--- src/rtl/sha256_pkg.sv ---
// Shared types, constants and padding helpers for the SHA-256 message padder.
package sha256_pkg;

    localparam int unsigned BLOCK_W = 512;
    localparam int unsigned WORD_W  = 32;
    localparam int unsigned LEN_W   = 64;
    localparam int unsigned WORDS   = BLOCK_W / WORD_W;
    localparam int unsigned WIDX_W  = 4;
    localparam int unsigned BYTES_W = 3;

    localparam logic [7:0] PAD_BYTE = 8'h80;

    typedef logic [WORD_W-1:0]             word_t;
    typedef logic [WORDS-1:0][WORD_W-1:0]  block_t;
    typedef logic [LEN_W-1:0]              len_t;
    typedef logic [WIDX_W-1:0]             widx_t;
    typedef logic [BYTES_W-1:0]            nbytes_t;

    typedef enum logic [1:0] {
        ST_FILL,
        ST_EMIT,
        ST_EXTRA,
        ST_EMIT_FINAL
    } state_e;

    // Byte counts above a full word collapse to a full word.
    function automatic nbytes_t sat_bytes(input nbytes_t nb);
        return (nb > nbytes_t'(4)) ? nbytes_t'(4) : nb;
    endfunction

    // Keep the leading nb bytes, pad byte right after them, zeros below.
    function automatic word_t mask_pad_word(input word_t d, input nbytes_t nb);
        word_t r;
        int    n;
        r = '0;
        n = int'(nb);
        for (int b = 0; b < 4; b++) begin
            if (b < n) begin
                r[31-8*b -: 8] = d[31-8*b -: 8];
            end else if (b == n) begin
                r[31-8*b -: 8] = PAD_BYTE;
            end
        end
        return r;
    endfunction

    // Merge the final word into the block: earlier words kept, pad inserted,
    // everything after the pad position cleared. A full last word pushes the
    // pad byte into the next word when one exists in this block.
    function automatic block_t pad_last(input block_t blk, input widx_t widx,
                                        input word_t d, input nbytes_t nb);
        block_t r;
        int     w;
        w = int'(widx);
        for (int i = 0; i < int'(WORDS); i++) begin
            if (i < w) begin
                r[i] = blk[i];
            end else if (i == w) begin
                r[i] = mask_pad_word(d, nb);
            end else if ((i == w + 1) && (nb == nbytes_t'(4))) begin
                r[i] = {PAD_BYTE, 24'h0};
            end else begin
                r[i] = '0;
            end
        end
        return r;
    endfunction

endpackage

--- src/rtl/sha256_padder_if.sv ---
// Word-in / block-out handshake bundle between message source, padder and hash core.
interface sha256_padder_if;

    logic                      in_valid;
    logic                      in_ready;
    sha256_pkg::word_t         in_data;
    logic                      in_last;
    sha256_pkg::nbytes_t       in_bytes;

    logic                      out_valid;
    logic                      out_ready;
    sha256_pkg::block_t        out_block;
    logic                      out_final;

    modport master (
        output in_valid, in_data, in_last, in_bytes, out_ready,
        input  in_ready, out_valid, out_block, out_final
    );

    modport slave (
        input  in_valid, in_data, in_last, in_bytes, out_ready,
        output in_ready, out_valid, out_block, out_final
    );

endinterface

--- src/rtl/sha256_padder.sv ---
// Collects 32-bit message words into 512-bit SHA-256 blocks and appends
// the 0x80 marker, zero fill and 64-bit bit length.
module sha256_padder
    import sha256_pkg::*;
(
    input  logic            clk,
    input  logic            reset,
    sha256_padder_if.slave  bus
);

    state_e  state_q,     state_d;
    widx_t   widx_q,      widx_d;
    len_t    len_q,       len_d;
    block_t  blk_q,       blk_d;
    logic    extra_q,     extra_d;
    logic    extra_pad_q, extra_pad_d;
    logic    in_ready_q,  in_ready_d;
    logic    out_valid_q, out_valid_d;
    logic    out_final_q, out_final_d;

    nbytes_t     nb_c;
    logic [6:0]  pad_pos_c;
    logic        accept_c;
    logic        out_hs_c;
    len_t        len_inc_c;

    always_comb begin
        state_d     = state_q;
        widx_d      = widx_q;
        len_d       = len_q;
        blk_d       = blk_q;
        extra_d     = extra_q;
        extra_pad_d = extra_pad_q;

        nb_c      = sat_bytes(bus.in_bytes);
        pad_pos_c = 7'({widx_q, 2'b00}) + 7'(nb_c);
        accept_c  = bus.in_valid && in_ready_q;
        out_hs_c  = out_valid_q && bus.out_ready;
        len_inc_c = bus.in_last ? LEN_W'({nb_c, 3'b000}) : LEN_W'(WORD_W);

        case (state_q)
            ST_FILL: begin
                if (accept_c) begin
                    len_d  = len_q + len_inc_c;
                    widx_d = widx_q + widx_t'(1);
                    if (!bus.in_last) begin
                        blk_d[widx_q] = bus.in_data;
                        if (widx_q == widx_t'(WORDS - 1)) begin
                            state_d = ST_EMIT;
                            extra_d = 1'b0;
                        end
                    end else begin
                        blk_d = pad_last(blk_q, widx_q, bus.in_data, nb_c);
                        if (pad_pos_c <= 7'd55) begin
                            // Length fits behind the pad in this block.
                            blk_d[WORDS-2] = len_d[LEN_W-1:WORD_W];
                            blk_d[WORDS-1] = len_d[WORD_W-1:0];
                            state_d        = ST_EMIT_FINAL;
                        end else begin
                            state_d     = ST_EMIT;
                            extra_d     = 1'b1;
                            extra_pad_d = (pad_pos_c == 7'd64);
                        end
                    end
                end
            end
            ST_EMIT: begin
                if (out_hs_c) begin
                    state_d = extra_q ? ST_EXTRA : ST_FILL;
                end
            end
            ST_EXTRA: begin
                // Trailing block: zeros, optional leading pad, then the length.
                blk_d = '0;
                if (extra_pad_q) begin
                    blk_d[0] = {PAD_BYTE, 24'h0};
                end
                blk_d[WORDS-2] = len_q[LEN_W-1:WORD_W];
                blk_d[WORDS-1] = len_q[WORD_W-1:0];
                extra_d        = 1'b0;
                extra_pad_d    = 1'b0;
                state_d        = ST_EMIT_FINAL;
            end
            ST_EMIT_FINAL: begin
                if (out_hs_c) begin
                    len_d   = '0;
                    widx_d  = '0;
                    state_d = ST_FILL;
                end
            end
            default: begin
                state_d = ST_FILL;
            end
        endcase

        in_ready_d  = (state_d == ST_FILL);
        out_valid_d = (state_d == ST_EMIT) || (state_d == ST_EMIT_FINAL);
        out_final_d = (state_d == ST_EMIT_FINAL);
    end

    always_ff @(posedge clk or negedge reset) begin
        if (!reset) begin
            state_q     <= ST_FILL;
            widx_q      <= '0;
            len_q       <= '0;
            blk_q       <= '0;
            extra_q     <= 1'b0;
            extra_pad_q <= 1'b0;
            in_ready_q  <= 1'b0;
            out_valid_q <= 1'b0;
            out_final_q <= 1'b0;
        end else begin
            state_q     <= state_d;
            widx_q      <= widx_d;
            len_q       <= len_d;
            blk_q       <= blk_d;
            extra_q     <= extra_d;
            extra_pad_q <= extra_pad_d;
            in_ready_q  <= in_ready_d;
            out_valid_q <= out_valid_d;
            out_final_q <= out_final_d;
        end
    end

    assign bus.in_ready  = in_ready_q;
    assign bus.out_valid = out_valid_q;
    assign bus.out_block = blk_q;
    assign bus.out_final = out_final_q;

endmodule

--- src/flat_wrapper.sv ---
// flat-port wrapper written by rule: the top's interface ports become plain ports
module sha256_padder_flat import sha256_pkg::*;
  (clk, reset, bus_in_valid, bus_in_data, bus_in_last, bus_in_bytes, bus_out_ready, bus_in_ready, bus_out_valid, bus_out_block, bus_out_final);
  sha256_padder_if bus_i ();
  input  logic clk;
  input  logic reset;
  input wire logic [$bits(bus_i.in_valid)-1:0] bus_in_valid;
  input wire logic [$bits(bus_i.in_data)-1:0] bus_in_data;
  input wire logic [$bits(bus_i.in_last)-1:0] bus_in_last;
  input wire logic [$bits(bus_i.in_bytes)-1:0] bus_in_bytes;
  input wire logic [$bits(bus_i.out_ready)-1:0] bus_out_ready;
  output wire logic [$bits(bus_i.in_ready)-1:0] bus_in_ready;
  output wire logic [$bits(bus_i.out_valid)-1:0] bus_out_valid;
  output wire logic [$bits(bus_i.out_block)-1:0] bus_out_block;
  output wire logic [$bits(bus_i.out_final)-1:0] bus_out_final;
  assign bus_i.in_valid = bus_in_valid;
  assign bus_i.in_data = bus_in_data;
  assign bus_i.in_last = bus_in_last;
  assign bus_i.in_bytes = bus_in_bytes;
  assign bus_i.out_ready = bus_out_ready;
  assign bus_in_ready = bus_i.in_ready;
  assign bus_out_valid = bus_i.out_valid;
  assign bus_out_block = bus_i.out_block;
  assign bus_out_final = bus_i.out_final;
  sha256_padder u_core (.clk(clk), .reset(reset), .bus(bus_i));
endmodule
--- config.mk ---
export PLATFORM = sky130hd
export DESIGN_NAME = sha256_padder_flat
export DESIGN_NICKNAME = d
export VERILOG_FILES = /design/src/rtl/sha256_pkg.sv /design/src/rtl/sha256_padder_if.sv /design/src/rtl/sha256_padder.sv /design/src/flat_wrapper.sv
export SDC_FILE = /design/constraint.sdc
export NUM_CORES = 1
export LEC_CHECK = 0
export ABC_AREA = 1
export BUFFER_PORTS_ARGS = -buffer_cell sky130_fd_sc_hd__buf_2
export CAP_MARGIN = 40
export CORE_ASPECT_RATIO = 1.5
export CORE_MARGIN = 2
export CORE_UTILIZATION = 50
export CTS_BUF_LIST = sky130_fd_sc_hd__clkbuf_4
export DETAILED_ROUTE_END_ITERATION = 10
export GPL_ROUTABILITY_DRIVEN = 0
export PLACE_DENSITY = 0.89
export SLEW_MARGIN = 10
export SYNTH_ARGS = -nofsm -noshare
export SYNTH_HDL_FRONTEND = slang
export SYNTH_SLANG_ARGS = --single-unit
--- constraint.sdc ---
create_clock -name clk -period 2.03 [get_ports clk]
set_clock_uncertainty 0.2 [all_clocks]
set_input_delay 0.203 -clock clk [delete_from_list [all_inputs] [get_ports clk]]
set_output_delay 0.203 -clock clk [all_outputs]
set_load 0.02 [all_outputs]
==> metrics, run 1 <==
average cell area after synthesis=8.47 um2; pin count of the biggest net entering global routing=70; Root Driver=clkbuf_4; global-route usage over all layers=0.710; final global-route overflow total=265; status=stopped before the end; Ports=555; first-pass GRT wire length=around 300000 um; ys async rst share=1.00; clock sink count=583; # port buffers=554; post-synthesis cell area=27600 um2; dpl cell area=34800 um2; Syn Nets=3309; CTS H-tree depth=4; Detailed Place HPWL=just over 90000 um; vias in the first global route=41200; synth unique cells=60; width of the die=196 um; synthesis-stage register bit count=583; Clock Tree Buf Depth=3; Fail Step=global routing; Post-synth EDFFs=0; Num CTS Buffers=137; pre-CTS setup slack=-572 ps; tool error=[ERROR GRT-0116] Global routing finished with congestion. Check the congestion regions in the DRC Viewer.; Die H=roughly 300 um; ys flop type=dfrtp_1; Initial Utilization=0.505; Rows=105; gate count of the mapped netlist=3257; Seq/Total Area, Yosys=0.529; Yosys Warn Count=0
cells in the mapped netlist, types with 6 or more instances:
cell | number | area (um2)
a31oi_1 | 23 | 144
o31ai_1 | 80 | 601
buf_2 | 73 | 365
o22ai_1 | 49 | 307
a22oi_1 | 16 | 120
nor2_2 | 13 | 81.3
nand3_1 | 223 | 1120
a221oi_1 | 18 | 158
nand2_1 | 741 | 2780
a21oi_1 | 98 | 490
a221oi_2 | 8 | 120
o21ai_0 | 348 | 1740
nor2_4 | 13 | 146
buf_1 | 11 | 41.3
dfrtp_1 | 583 | 14600
ha_1 | 11 | 138
nor3_1 | 35 | 175
nor2_1 | 310 | 1160
inv_2 | 29 | 109
o21ai_1 | 39 | 195
inv_1 | 262 | 983
o211ai_1 | 14 | 105
clkbuf_1 | 84 | 315
buf_4 | 12 | 90.1
nand4_1 | 22 | 138
xor2_1 | 36 | 315
buf_6 | 14 | 158
a22o_1 | 10 | 87.6
a21oi_2 | 6 | 52.6
stage by stage:
step                      std cells  hold slack (ps)   util  TNS, ps
after floorplan                3257             -293      -    -3020
after global placement         4760            -41.0  0.636   -68680
after detailed placement       4760            -51.8  0.636   -93550
after CTS                      5169             -111  0.751   -36940
cells by family after synthesis:
group / synth area share
muxes: 0.000408
and+or+nand+nor: 0.218
AOI/OAI and AO/OA: 0.158
adders and majority gates: 0.00572
buffers and inverters: 0.0764
DFF: 0.529
xor gates and xnor gates: 0.0121
layer usage:
layer / track usage / overflow
met3: 0.589 / 9
met4: 0.707 / 106
met5: 0.294 / 1
met1: 0.692 / 4
met2: 0.864 / 145
what timing repair did:
| action | CTS |
|---|---|
| buffers inserted | 97 |
| hold buffers | 48 |
| gates resized for setup | 624 |
| pin swaps | 107 |
| hold endpoints to repair | 1070 |
| gates cloned | 42 |
| setup endpoints to repair | 526 |
==> run 2: changes to the inputs <==
CORE_ASPECT_RATIO = not set   (was 1.5)
CORE_UTILIZATION = 35   (was 50)
CTS_BUF_LIST = not set   (was sky130_fd_sc_hd__clkbuf_4)
PLACE_DENSITY = not set   (was 0.89)
PLACE_DENSITY_LB_ADDON = 0.15   (was not set)
clock period = 2.6 ns   (was 2.03 ns; I/O delays follow)
==> run 2 against run 1 <==
Against the previous run:
- the run now ends clean
- area after synthesis did not move
- synthesized cell count did not move
==> metrics, run 2 <==
Sw Ratio=0.430; Hold Slack=~28 ps; Total Power=36.7 mW; Critical Path RT=roughly 2900 ps; Placeable Area=77700 um2; DRT Wirelength=129000 um; post-synthesis cell area=between 20000 and 30000 um2; final period utilization=0.964; vias in the first global route=around 26000; max reg flops=512; Ports=555; Leak=~18 nW; min Tclk post-route=2510 ps; width of the die=about 280 um; drt first pass iters=9; CTS H-tree depth=3; top-count cell post-synth=nand2_1; dpl cells=4898; Int Pwr=20.9 mW; worst-margin pin slew=roughly 840 ps; antenna viol nets, final=0; hold path endpoint=u_core.bus.out_block[494]; Initial Utilization=0.355; global-route usage over all layers=0.311; crit-path max FO=5; Final Non-Filler Cells=5047; Syn Nets=3309; Yosys Warn Count=0; CP Capture Type=register; Net Sw Power=15.8 mW; Num CTS Buffers=69; Die H=285 um; synth cell count leaders=nand2_1 (741), dfrtp_1 (583), o21ai_0 (348), nor2_1 (310), inv_1 (262); Root Driver=clkbuf_16; top post-synthesis cells by area=dfrtp_1 (53%), nand2_1 (10%), o21ai_0 (6.3%); cell taking the most area after synthesis=dfrtp_1; CTS tree=yes; die footprint=81100 um2; Clock power frac=0.274; Reg2Reg Launch Point=u_core.len_q[5]; worst path arrival time=around 2800 ps; worst-case vdd ir drop=just under 0.6 mV; most common cell after layout, fill and taps aside=nand2_1; RSZ-0062 raised after global routing=yes; DRC errors left=0; Via-to-Cell Ratio=5.39; f_max=roughly 0.40 GHz; commonest non-fill, non-tap cells in the layout=nand2_1 (732), dfrtp_1 (583), buf_2 (553); Core Util, Final=0.462; Yosys top cell area share=0.529; FF-to-FF path depth=11; first-pass GRT wire length=186000 um; sequential power share=0.330; final global-route overflow total=0; Final Hold Viols=0; Reg-to-Reg End=u_core.bus.out_block[477]; Fill cells=7834; Clock Tree Buf Depth=3; slack of the worst reg-to-reg path=about 94 ps; average cell area after synthesis=8.47 um2; layout cells sized above 1=0.262; Seq/Total Area, Yosys=0.529; wire per inst=~25 um; ys async rst share=1.00; Comb power frac=0.396; PwrDens=1020 nW/um2; synthesis-stage register bit count=583; Pins Over Slew Limit=0; Hold WC Path Type=input pin to register; # port buffers=554; antenna violations before repair=5; DR vias=27200; synth unique cells=60; status=finished clean; hold path cells=7; HP Start=bus_in_data[14]; pin count of the biggest net entering global routing=65; CP Launch Type=register; Max-cap violations=0; ys flop type=dfrtp_1; Post-synth EDFFs=0; clock sink count=slightly below 600; setup violators final=0; pre-CTS setup slack=-91.3 ps; Critical Path Source=u_core.len_q[5]; gate count of the mapped netlist=3257; Rows=around 100; Starting DRT DRC Count=2798; nets=4004; kind of critical path=register to register; Slew Limit Headroom=0.437; final worst slack=roughly 94 ps; worst skew pair latency=640 ps; Clock Pin Slew Worst Setup and Hold Paths=60 ps; Detailed Place HPWL=approximately 98000 um; Synth-to-Final Area Change=30.3%
==> run 2: cell counts after synthesis <==
No cell type changed its count.
==> run 2: area by class of cell <==
| class | instances | area [um2] | share of cell area |
|---|---|---|---|
| Clock inverter | 28 | 408 | 0.0114 |
| Timing Repair Buffer | 819 | 5480 | 0.152 |
| Tap cell | 1040 | 1300 | 0.0362 |
| Sequential cell | 583 | 14600 | 0.406 |
| Inverter | 296 | 1120 | 0.0312 |
| Multi-Input combinational cell | 2183 | 11100 | 0.309 |
| Antenna cell | 2 | 5.00 | 0.000139 |
| Clock buffer | 96 | 1940 | 0.0539 |
==> run 2: timing repair <==
| action | CTS | global route |
|---|---|---|
| buffers inserted | 0 | 3 |
| gates resized for setup | 0 | 34 |
| setup endpoints to repair | 0 | 89 |
| hold buffers | 19 | 0 |
| endpoints found under the hold margin | 458 | 0 |
==> run 2: stage by stage <==
step / instance area (um2) / setup TNS (ps)
final: 35900 / 0
after global routing: 35900 / -31.8
after CTS: 35700 / 0
after detailed placement: 33200 / -872
after global placement: 33100 / -181
after floorplan: 27600 / 0
==> run 2: worst max-delay path: stages, from the launching register on <==
cell,delay [ps]
dfrtp_1,440
ha_1,390
buf_4,150
nand2_1,60
nor2_1,140
nand3_1,100
nand2_1,90
nand2_1,200
o21ai_0,310
nand3_1,150
nand2_1,80
a21oi_1,60
==> run 2: routing by layer <==
metal / wire length (um) / global-route usage / part of all wire
met4: 5840 / 0.129 / 0.045
met3: 11500 / 0.0619 / 0.089
met2: 56800 / 0.473 / 0.44
met1: 54600 / 0.433 / 0.42
met5: 13 / 0 / 0.00010
==> run 2: cell families (layout without fill, tap and decap cells) <==
group | after synthesis | in the layout | synth area share
xor gates and xnor gates | 38 | 38 | 0.0121
muxes | 1 | 1 | 0.000408
adders and majority gates | 12 | 12 | 0.00572
other | 0 | 2 | 0
and+or+nand+nor | 1398 | 1398 | 0.218
AOI/OAI and AO/OA | 734 | 734 | 0.158
buffers and inverters | 491 | 1239 | 0.0764
DFF | 583 | 583 | 0.529
==> run 2: power groups by stage <==
| stage | registers [mW] | clock network [mW] | logic (mW) |
|---|---|---|---|
| floorplan | 14.0 | 0 | 5.79 |
| global placement | 12.2 | 0 | 14.2 |
| detailed placement | 12.2 | 0 | 14.3 |
| CTS | 12.1 | 10.2 | 14.4 |
| global route | 12.3 | 10.6 | 15.5 |
| finish | 12.1 | 10.0 | 14.5 |
==> run 2: how the worst max path moves through the flow <==
stage	to	depth (start not counted)
after floorplan	u_core.bus.out_block[511]	15
after global placement	u_core.bus.out_block[476]	14
after detailed placement	u_core.bus.out_block[508]	13
after CTS	u_core.bus.out_block[135]	8
after global routing	u_core.bus.out_block[502]	11
final	u_core.bus.out_block[477]	11
Power figures use the tool's default switching activity.
==> run 3: changes to the inputs <==
CTS_BUF_LIST = sky130_fd_sc_hd__clkbuf_2   (was not set)
SKIP_CTS_REPAIR_TIMING = 1   (was not set)
SKIP_LAST_GASP = 1   (was not set)
==> run 3 against run 2 <==
Against the previous run:
- sequential share of layout area is 0.15 points higher
- critical endpoint is now u_core.bus.out_block[497]
- worst hold slack better by 31 ps
- global-route usage rose by 0.32 points
- highest routed layer is now met4
- non-clock buffer count increased by 79
- final cell count grew 4.7%
- largest cell class unchanged
==> metrics, run 3 (synthesized netlist as in run 2, its figures left out) <==
width of the die=285 um; status=finished clean; final period utilization=0.999; f_max=~0.38 GHz; Sw Ratio=0.471; wire per inst=24.6 um; sequential power share=0.359; worst path arrival time=3660 ps; Final Hold Viols=0; max reg flops=512; Int Pwr=roughly 18 mW; Initial Utilization=0.355; Comb power frac=0.436; Detailed Place HPWL=97500 um; Die H=between 200 and 300 um; fin area=35800 um2; Starting DRT DRC Count=2723; Placeable Area=77700 um2; first-pass GRT wire length=roughly 190000 um; antenna viol nets, final=0; CP Capture Type=register; worst-margin pin slew=849 ps; final global-route overflow total=0; Pins Over Slew Limit=0; Hold WC Path Type=input pin to register; Leak=~18 nW; Critical Path RT=3670 ps; # port buffers=554; layout cells sized above 1=0.283; Total Power=~34 mW; crit-path max FO=5; nets=~4200; clock sink count=583; CP Launch Type=input pin; Net Sw Power=15.8 mW; Num CTS Buffers=about 160; DRT Wirelength=130000 um; CP max stage delay=just under 600 ps; global-route usage over all layers=0.314; RSZ-0062 raised after global routing=yes; pin count of the biggest net entering global routing=between 60 and 70; Synth-to-Final Area Change=29.8%; drt first pass iters=6; CP most frequent cell=nand2_1; kind of critical path=input pin to register; worst skew pair latency=1390 ps; setup violators final=0; Clock power frac=0.205; vias in the first global route=26300; CP Buf/Inv Count=6; crit path cell chain=dlygate4sd3_1, buf_2, inv_1, dlygate4sd3_1, nand2_1, nor2_1, buf_4, fa_1, nand2_1, a21oi_1, nand2_1, nor2_2, xor2_1, nand2_1, o211ai_1, nand2_1, inv_1; CTS H-tree depth=4; DR vias=28100; Ports=between 500 and 600; CP max stage cell=dlygate4sd3_1; CTS tree=yes; Via-to-Cell Ratio=5.33; commonest non-fill, non-tap cells in the layout=nand2_1 (737), dfrtp_1 (580), buf_2 (543); top cell family by delay on the critical path=buffers and inverters; Max-cap violations=0; Clock Pin Slew Worst Setup and Hold Paths=120 ps; DRC errors left=0; Slew Limit Headroom=0.434; dpl cell area=33200 um2; die footprint=81100 um2; Clock Tree Buf Depth=3; worst-case vdd ir drop=0.497 mV; Root Driver=clkbuf_2; PwrDens=940 nW/um2; antenna violations before repair=8; min Tclk post-route=around 2600 ps; Rows=102; most common cell after layout, fill and taps aside=nand2_1
[run 3: layer usage]
layer | GRT usage | vias up | routed length, um
met5 | 0 | - | 0
met4 | 0.130 | 0 | 5370
met3 | 0.0748 | 279 | 11300
met2 | 0.480 | 1441 | 58300
met1 | 0.428 | 13700 | 55200
li1 | - | 12700 | -
[run 3: power groups by stage]
stage          sequential, mW  combinational (mW)  clock [mW]
3_3_place_gp             12.2                14.2           0
5_1_grt                  12.3                15.6        7.58
6_report                 12.1                14.7        6.89
4_1_cts                  12.1                14.4        7.10
3_5_place_dp             12.2                14.3           0
2_1_floorplan            14.0                5.79           0
[run 3: worst paths after layout]
check	depth (start not counted)	to	slack (ps)	startpoint
max	17	u_core.bus.out_block[497]	2	bus_in_bytes[2]
min	7	u_core.bus.out_block[258]	60	bus_in_bytes[2]
max reg2reg	9	u_core.bus.out_block[294]	60	u_core.state_q[1]
min reg2reg	2	u_core.bus.out_block[144]	280	u_core.bus.out_block[144]
max in group asynchronous	5	u_core.bus.in_ready	960	reset
min in group asynchronous	4	u_core.bus.out_block[246]	400	reset
[run 3: stage by stage]
stage / instances / hold WS [ps] / utilization / setup slack, ps / TNS [ps]
2_1_floorplan: 3257 / -236 / - / 2.82 / 0
3_3_place_gp: 4896 / 139 / 0.426 / -50.2 / -181
3_5_place_dp: 4898 / 135 / 0.427 / -91.3 / -872
4_1_cts: 5175 / -1420 / 0.446 / -122 / -2560
5_1_grt: 5280 / 8.88 / 0.461 / -35.4 / -147
6_report: 5282 / 58.7 / 0.461 / 2.46 / 0
[run 3: layout make-up]
cell class / instances / area, um2
timing repair buffer: 898 / 6290
inverter: 296 / 1120
antenna: 5 / 12.5
fill: 8007 / 41900
sequential: 583 / 14600
multi-input combinational: 2183 / 11000
clock buffer: 235 / 1180
clock inverter: 42 / 285
tap: 1040 / 1300
[run 3: worst reg2reg max path: stages (launching register included)]
cell	delay, ps
dfrtp_1	460
nand2_8	250
inv_4	170
nor2_4	200
inv_2	140
nor2_2	340
inv_1	220
o22ai_1	310
nand2_1	160
nand2_1	100
